==> src/rtl/vect_reg_arbiter_if.sv <==
// Requester and bank-pin bundle for the vector register bank arbiter.
// The arbiter takes the slave modport; requesters and the bank side take master.
interface vect_reg_arbiter_if;
   logic        rd_req0, rd_req1;
   logic [2:0]  rd_a0, rd_b0, rd_a1, rd_b1;
   logic        rd_gnt0, rd_gnt1;
   logic        rd_vld0, rd_vld1;
   logic        wr_req0, wr_req1;
   logic [2:0]  wr_dir0, wr_dir1;
   logic [63:0] wr_data0, wr_data1;
   logic        wr_gnt0, wr_gnt1;
   logic [2:0]  bank_dir_A, bank_dir_B;
   logic        bank_signal_read;
   logic [2:0]  bank_dir_esc;
   logic [63:0] bank_data;
   logic        bank_signal_esc;

   modport slave (
      input  rd_req0, rd_req1, rd_a0, rd_b0, rd_a1, rd_b1,
      input  wr_req0, wr_req1, wr_dir0, wr_dir1, wr_data0, wr_data1,
      output rd_gnt0, rd_gnt1, rd_vld0, rd_vld1, wr_gnt0, wr_gnt1,
      output bank_dir_A, bank_dir_B, bank_signal_read,
      output bank_dir_esc, bank_data, bank_signal_esc
   );

   modport master (
      output rd_req0, rd_req1, rd_a0, rd_b0, rd_a1, rd_b1,
      output wr_req0, wr_req1, wr_dir0, wr_dir1, wr_data0, wr_data1,
      input  rd_gnt0, rd_gnt1, rd_vld0, rd_vld1, wr_gnt0, wr_gnt1,
      input  bank_dir_A, bank_dir_B, bank_signal_read,
      input  bank_dir_esc, bank_data, bank_signal_esc
   );
endinterface

==> src/rtl/vect_reg_arbiter.sv <==
// Shares the 8x64 vector register bank between the vector ALU (port 0) and the
// load/store unit (port 1): round-robin reads, port-0-priority writes with a starvation guard.
module vect_reg_arbiter #(
   parameter int unsigned STARVE_MAX = 4
) (
   input logic               clk,
   input logic               rst_n,
   vect_reg_arbiter_if.slave bus
);
   localparam int unsigned CNT_W  = 4;
   localparam int unsigned IDX_W  = 3;
   localparam int unsigned DATA_W = 64;

   logic             rr_ptr_q, rr_ptr_d;
   logic [CNT_W-1:0] starve_cnt_q, starve_cnt_d;
   logic             rd_vld0_q, rd_vld0_d;
   logic             rd_vld1_q, rd_vld1_d;

   logic              rd_gnt0_c, rd_gnt1_c;
   logic              wr_gnt0_c, wr_gnt1_c;
   logic              starve_hit_c;
   logic [IDX_W-1:0]  dir_a_c, dir_b_c, dir_esc_c;
   logic [DATA_W-1:0] data_c;

   // Grants are a function of current requests and registered state only; forced low in reset.
   always_comb begin
      rd_gnt0_c    = 1'b0;
      rd_gnt1_c    = 1'b0;
      wr_gnt0_c    = 1'b0;
      wr_gnt1_c    = 1'b0;
      starve_hit_c = 1'b0;
      if (rst_n) begin
         rd_gnt0_c    = bus.rd_req0 & (~bus.rd_req1 | ~rr_ptr_q);
         rd_gnt1_c    = bus.rd_req1 & (~bus.rd_req0 |  rr_ptr_q);
         starve_hit_c = bus.wr_req1 & (starve_cnt_q == CNT_W'(STARVE_MAX));
         wr_gnt0_c    = bus.wr_req0 & ~starve_hit_c;
         wr_gnt1_c    = bus.wr_req1 & (~bus.wr_req0 | starve_hit_c);
      end
   end

   // Bank pin muxes: granted port's operands, zero when idle.
   always_comb begin
      dir_a_c   = '0;
      dir_b_c   = '0;
      dir_esc_c = '0;
      data_c    = '0;
      if (rd_gnt0_c) begin
         dir_a_c = bus.rd_a0;
         dir_b_c = bus.rd_b0;
      end else if (rd_gnt1_c) begin
         dir_a_c = bus.rd_a1;
         dir_b_c = bus.rd_b1;
      end
      if (wr_gnt0_c) begin
         dir_esc_c = bus.wr_dir0;
         data_c    = bus.wr_data0;
      end else if (wr_gnt1_c) begin
         dir_esc_c = bus.wr_dir1;
         data_c    = bus.wr_data1;
      end
   end

   // Next state: pointer moves to the loser, starvation counter saturates at STARVE_MAX.
   always_comb begin
      rr_ptr_d     = rr_ptr_q;
      starve_cnt_d = starve_cnt_q;
      rd_vld0_d    = rd_gnt0_c;
      rd_vld1_d    = rd_gnt1_c;
      if (rd_gnt0_c) begin
         rr_ptr_d = 1'b1;
      end else if (rd_gnt1_c) begin
         rr_ptr_d = 1'b0;
      end
      if (!bus.wr_req1 || wr_gnt1_c) begin
         starve_cnt_d = '0;
      end else if (starve_cnt_q != CNT_W'(STARVE_MAX)) begin
         starve_cnt_d = starve_cnt_q + CNT_W'(1);
      end
   end

   always_ff @(posedge clk or negedge rst_n) begin
      if (!rst_n) begin
         rr_ptr_q     <= 1'b0;
         starve_cnt_q <= '0;
         rd_vld0_q    <= 1'b0;
         rd_vld1_q    <= 1'b0;
      end else begin
         rr_ptr_q     <= rr_ptr_d;
         starve_cnt_q <= starve_cnt_d;
         rd_vld0_q    <= rd_vld0_d;
         rd_vld1_q    <= rd_vld1_d;
      end
   end

   assign bus.rd_gnt0          = rd_gnt0_c;
   assign bus.rd_gnt1          = rd_gnt1_c;
   assign bus.wr_gnt0          = wr_gnt0_c;
   assign bus.wr_gnt1          = wr_gnt1_c;
   assign bus.rd_vld0          = rd_vld0_q;
   assign bus.rd_vld1          = rd_vld1_q;
   assign bus.bank_signal_read = rd_gnt0_c | rd_gnt1_c;
   assign bus.bank_dir_A       = dir_a_c;
   assign bus.bank_dir_B       = dir_b_c;
   assign bus.bank_signal_esc  = wr_gnt0_c | wr_gnt1_c;
   assign bus.bank_dir_esc     = dir_esc_c;
   assign bus.bank_data        = data_c;
endmodule

==> src/flat_wrapper.sv <==
// flat-port wrapper written by rule: the top's interface ports become plain ports
module vect_reg_arbiter_flat 
#(
   parameter int unsigned STARVE_MAX = 4
)
  (clk, rst_n, bus_rd_req0, bus_rd_req1, bus_rd_a0, bus_rd_b0, bus_rd_a1, bus_rd_b1, bus_wr_req0, bus_wr_req1, bus_wr_dir0, bus_wr_dir1, bus_wr_data0, bus_wr_data1, bus_rd_gnt0, bus_rd_gnt1, bus_rd_vld0, bus_rd_vld1, bus_wr_gnt0, bus_wr_gnt1, bus_bank_dir_A, bus_bank_dir_B, bus_bank_signal_read, bus_bank_dir_esc, bus_bank_data, bus_bank_signal_esc);
  vect_reg_arbiter_if bus_i ();
  input logic clk;
  input logic rst_n;
  input wire logic [$bits(bus_i.rd_req0)-1:0] bus_rd_req0;
  input wire logic [$bits(bus_i.rd_req1)-1:0] bus_rd_req1;
  input wire logic [$bits(bus_i.rd_a0)-1:0] bus_rd_a0;
  input wire logic [$bits(bus_i.rd_b0)-1:0] bus_rd_b0;
  input wire logic [$bits(bus_i.rd_a1)-1:0] bus_rd_a1;
  input wire logic [$bits(bus_i.rd_b1)-1:0] bus_rd_b1;
  input wire logic [$bits(bus_i.wr_req0)-1:0] bus_wr_req0;
  input wire logic [$bits(bus_i.wr_req1)-1:0] bus_wr_req1;
  input wire logic [$bits(bus_i.wr_dir0)-1:0] bus_wr_dir0;
  input wire logic [$bits(bus_i.wr_dir1)-1:0] bus_wr_dir1;
  input wire logic [$bits(bus_i.wr_data0)-1:0] bus_wr_data0;
  input wire logic [$bits(bus_i.wr_data1)-1:0] bus_wr_data1;
  output wire logic [$bits(bus_i.rd_gnt0)-1:0] bus_rd_gnt0;
  output wire logic [$bits(bus_i.rd_gnt1)-1:0] bus_rd_gnt1;
  output wire logic [$bits(bus_i.rd_vld0)-1:0] bus_rd_vld0;
  output wire logic [$bits(bus_i.rd_vld1)-1:0] bus_rd_vld1;
  output wire logic [$bits(bus_i.wr_gnt0)-1:0] bus_wr_gnt0;
  output wire logic [$bits(bus_i.wr_gnt1)-1:0] bus_wr_gnt1;
  output wire logic [$bits(bus_i.bank_dir_A)-1:0] bus_bank_dir_A;
  output wire logic [$bits(bus_i.bank_dir_B)-1:0] bus_bank_dir_B;
  output wire logic [$bits(bus_i.bank_signal_read)-1:0] bus_bank_signal_read;
  output wire logic [$bits(bus_i.bank_dir_esc)-1:0] bus_bank_dir_esc;
  output wire logic [$bits(bus_i.bank_data)-1:0] bus_bank_data;
  output wire logic [$bits(bus_i.bank_signal_esc)-1:0] bus_bank_signal_esc;
  assign bus_i.rd_req0 = bus_rd_req0;
  assign bus_i.rd_req1 = bus_rd_req1;
  assign bus_i.rd_a0 = bus_rd_a0;
  assign bus_i.rd_b0 = bus_rd_b0;
  assign bus_i.rd_a1 = bus_rd_a1;
  assign bus_i.rd_b1 = bus_rd_b1;
  assign bus_i.wr_req0 = bus_wr_req0;
  assign bus_i.wr_req1 = bus_wr_req1;
  assign bus_i.wr_dir0 = bus_wr_dir0;
  assign bus_i.wr_dir1 = bus_wr_dir1;
  assign bus_i.wr_data0 = bus_wr_data0;
  assign bus_i.wr_data1 = bus_wr_data1;
  assign bus_rd_gnt0 = bus_i.rd_gnt0;
  assign bus_rd_gnt1 = bus_i.rd_gnt1;
  assign bus_rd_vld0 = bus_i.rd_vld0;
  assign bus_rd_vld1 = bus_i.rd_vld1;
  assign bus_wr_gnt0 = bus_i.wr_gnt0;
  assign bus_wr_gnt1 = bus_i.wr_gnt1;
  assign bus_bank_dir_A = bus_i.bank_dir_A;
  assign bus_bank_dir_B = bus_i.bank_dir_B;
  assign bus_bank_signal_read = bus_i.bank_signal_read;
  assign bus_bank_dir_esc = bus_i.bank_dir_esc;
  assign bus_bank_data = bus_i.bank_data;
  assign bus_bank_signal_esc = bus_i.bank_signal_esc;
  vect_reg_arbiter #(.STARVE_MAX(STARVE_MAX)) u_core (.clk(clk), .rst_n(rst_n), .bus(bus_i));
endmodule
==> config.mk <==
export PLATFORM = sky130hd
export DESIGN_NAME = vect_reg_arbiter_flat
export DESIGN_NICKNAME = d
export VERILOG_FILES = /design/src/rtl/vect_reg_arbiter_if.sv /design/src/rtl/vect_reg_arbiter.sv /design/src/flat_wrapper.sv
export SDC_FILE = /design/constraint.sdc
export NUM_CORES = 1
export LEC_CHECK = 0
export CORE_AREA = 2 2 91 93
export DETAILED_ROUTE_END_ITERATION = 7
export DIE_AREA = 0 0 93 95
export PLACE_DENSITY = 0.73
export SLEW_MARGIN = 5
export SYNTH_ARGS = -nofsm -noshare
export SYNTH_HDL_FRONTEND = slang
export SYNTH_SLANG_ARGS = --single-unit
==> constraint.sdc <==
create_clock -name clk -period 2.5 [get_ports clk]
set_input_delay 0.5 -clock clk [delete_from_list [all_inputs] [get_ports clk]]
set_output_delay 0.5 -clock clk [all_outputs]
set_load 0.02 [all_outputs]
==> results.json, run 1 <==
{
  "grtUsageTotal_pct": 14.4,
  "cts.sink_count": 7,
  "worst_setup_path_end_kind": "output port",
  "power_density_nw_per_um2": 267,
  "min_to": "u_core.rr_ptr_q",
  "clockBufferDepth": 2,
  "relSlewSlack_pct": 77.2,
  "routedWlPerCell_um": 15.7,
  "row_count": 33,
  "netlist_area_um2": 1090,
  "drv_slew": 0,
  "synth_edf_count": 0,
  "grt_pass1_wl_um": 10100,
  "crit_required_ps": 2000,
  "crit_arrival_ps": 1960,
  "place_congestion": 0.695,
  "yosysTopAreaCellShare_pct": 58.6,
  "dr_total_vias": 2146,
  "die_area_um2": 8840,
  "reg2reg_depth": 7,
  "finish.utilization_pct": 43.9,
  "rrSetupSlack_ps": 1010,
  "mostFrequentLayoutCells": "154 x clkdlybuf4s50_1, 73 x a22o_1, 52 x buf_2, 27 x buf_4",
  "worstPathCellList": "clkdlybuf4s50_1, inv_2, a211oi_4, buf_6, buf_12, a22o_1, buf_4",
  "layout_commonest_cell": "clkdlybuf4s50_1",
  "fin_skew_ps": 4.21,
  "min_from": "u_core.rr_ptr_q",
  "grt_pass1_vias": 2083,
  "cp_max_fo": 24,
  "dp_cells": 469,
  "swShare_pct": 34.1,
  "crit_slowest_cell": "clkdlybuf4s50_1",
  "ys_types": 23,
  "areaGrowthSynthToFinish_pct": 219,
  "fin_tns_setup_ps": 0,
  "cts-root-buf": "clkbuf_8",
  "clock_power_share_pct": 16.6,
  "r2r_start": "u_core.starve_cnt_q[0]",
  "synth_ff_type": "dfrtp_1",
  "drive_above_1_share_pct": 29.1,
  "grt_max_degree": 38,
  "grt_antenna_before_repair": 1,
  "cts.clk_slew.worst_paths_ps": 40,
  "die_w_um": 93,
  "finalPower_uw": 930,
  "vias_per_cell": 4.51,
  "ys_async_sr_fraction_pct": 100,
  "syn_inst": 125,
  "diodes": 0,
  "antenna_left": 0,
  "tightest_slew_ps": 338,
  "first_pass_iters": 4,
  "period_share_pct": 98.4,
  "p_int_uw": 613,
  "nFillCells": 802,
  "seq_power_share_pct": 13.8,
  "vdd_drop_max_v": 0.000171,
  "cap_violations": 0,
  "rsz0062_at_grt": "true",
  "r2r_end": "u_core.starve_cnt_q[2]",
  "hold_viol_final": 0,
  "synth_top_area_cell": "a22o_1",
  "cts_made_buffers": 3,
  "cts_tree": "built",
  "p_leak_uw": 0.00164,
  "die_height_um": 95,
  "nNetsFinal": 526,
  "h-tree-depth": 1,
  "dp_hpwl_um": 6290,
  "combPwrFrac_pct": 69.5,
  "start_util_pct": 13.8,
  "routed_wl_um": 7490,
  "start_kind": "primary input",
  "setup.worst_path.class": "primary input to output port",
  "finalSetupViolations": 0,
  "fin_crit_ps": 2460,
  "p_sw_uw": 317,
  "synthTopCellsByArea": "a22o_1 59%, dfrtp_1 16%, buf_2 3.7%",
  "synth.avg_cell_area_um2": 8.73,
  "drt_iter0_drc": 37,
  "syn_nets": 279,
  "grt_remaining_overflow": 0,
  "cp_slowest_stage_delay_ps": 490,
  "hold_class": "register to register",
  "final_cells": 476,
  "io_pins": 233,
  "io_buffers": 232,
  "core-area_um2": 7930,
  "synth_seq_cells": 7,
  "outcome": "complete, no violations",
  "clock.fmax_mhz": 407,
  "holdPathStages": 1,
  "insertion_delay_ps": 220,
  "ys_warn_count": 0,
  "ys_seq_area_share_pct": 16.1,
  "drc": 0
}
## flip-flops by register name, indices dropped and copies added, names as in the netlist
| signal | count |
|---|---|
| u_core.starve_cnt_q | 4 |
| u_core.rr_ptr_q | 1 |
| u_core.bus.rd_vld1 | 1 |
| u_core.bus.rd_vld0 | 1 |
## layer usage
metal	vias up	part of all wire [%]	track usage, %
met2	144	54	30.0
met4	0	0.73	2.70
li1	1025	-	-
met5	-	0	0
met3	4	12	4.07
met1	973	33	14.0
## stage by stage
step | area, um^2 | hold slack, ps | setup WS [ps]
floorplan | 1090 | 204 | 328
global placement | 3670 | 501 | -451
detailed placement | 3670 | 509 | -465
CTS | 3600 | 514 | -76.5
global route | 3480 | 571 | -18.8
finish | 3480 | 517 | 40.8
## final cells by class
| cell class | instances | area (um^2) | share of cell area (%) |
|---|---|---|---|
| Timing Repair Buffer | 256 | 2260 | 64.9 |
| Multi-Input combinational cell | 99 | 851 | 24.5 |
| Sequential cell | 7 | 175 | 5.04 |
| Tap cell | 105 | 131 | 3.78 |
| Clock buffer | 4 | 45.0 | 1.29 |
| Inverter | 5 | 18.8 | 0.540 |
## synthesized netlist by cell type, types with 2 or more instances
library cell,n
dfrtp_1,7
buf_2,8
clkbuf_1,4
nor2_1,4
inv_1,5
o21ai_0,3
ha_1,2
nand2_1,3
nand3_1,2
a22o_1,73
a21oi_1,2
## power groups by stage
stage | combinational, uW | clock [uW] | sequential, uW
after floorplan | 234 | 0 | 133
after global placement | 690 | 0 | 129
after detailed placement | 697 | 0 | 130
after CTS | 659 | 159 | 128
after global routing | 684 | 163 | 130
final | 646 | 155 | 129
## worst max-delay path: cells and delay by family
kind	cells	cell delay (ps)
buffers and inverters	5	1010
AO/OA/AOI/OAI	2	440
## kinds of logic after synthesis
family                   Yosys count  synth area share [%]
AO/OA/AOI/OAI                     84                  66.2
adder cells (fa/ha/maj)            2                  2.29
AND/OR/NAND/NOR                   12                  6.19
XOR/XNOR                           1                 0.803
buffers and inverters             19                  8.49
flip-flops                         7                  16.1
## how the worst max path moves through the flow
| stage | end | cells after the start | slack [ps] | startpoint |
|---|---|---|---|---|
| after detailed placement | bus_bank_data[1] | 6 | -470 | rst_n |
| after CTS | bus_bank_data[1] | 7 | -80 | rst_n |
| final | bus_bank_data[1] | 7 | 40 | rst_n |
| after global placement | bus_bank_data[1] | 6 | -450 | rst_n |
| after global routing | bus_bank_data[1] | 7 | -20 | rst_n |
| after floorplan | bus_bank_data[54] | 6 | 330 | u_core.starve_cnt_q[0] |
## repair_timing
item                                    CTS  global route
hold endpoints to repair                  0             0
endpoints found under the setup margin   77            51
pin swaps                                 2             4
cloned                                    1             0
hold buffers                              0             0
buffers inserted                          3             0
gates resized for setup                 272            53
Note: power is estimated with default switching activity, not from simulation.
==> inputs of run 2 (changes only) <==
--- a/config.mk
+++ b/config.mk
@@ -6,6 +6,7 @@
 export NUM_CORES = 1
 export LEC_CHECK = 0
 export CORE_AREA = 2 2 91 93
+export CTS_CLUSTER_SIZE = 20
 export DETAILED_ROUTE_END_ITERATION = 7
 export DIE_AREA = 0 0 93 95
 export PLACE_DENSITY = 0.73
==> results of run 2 <==
No change in the layout: final DEF, timing and power equal those of run 1.
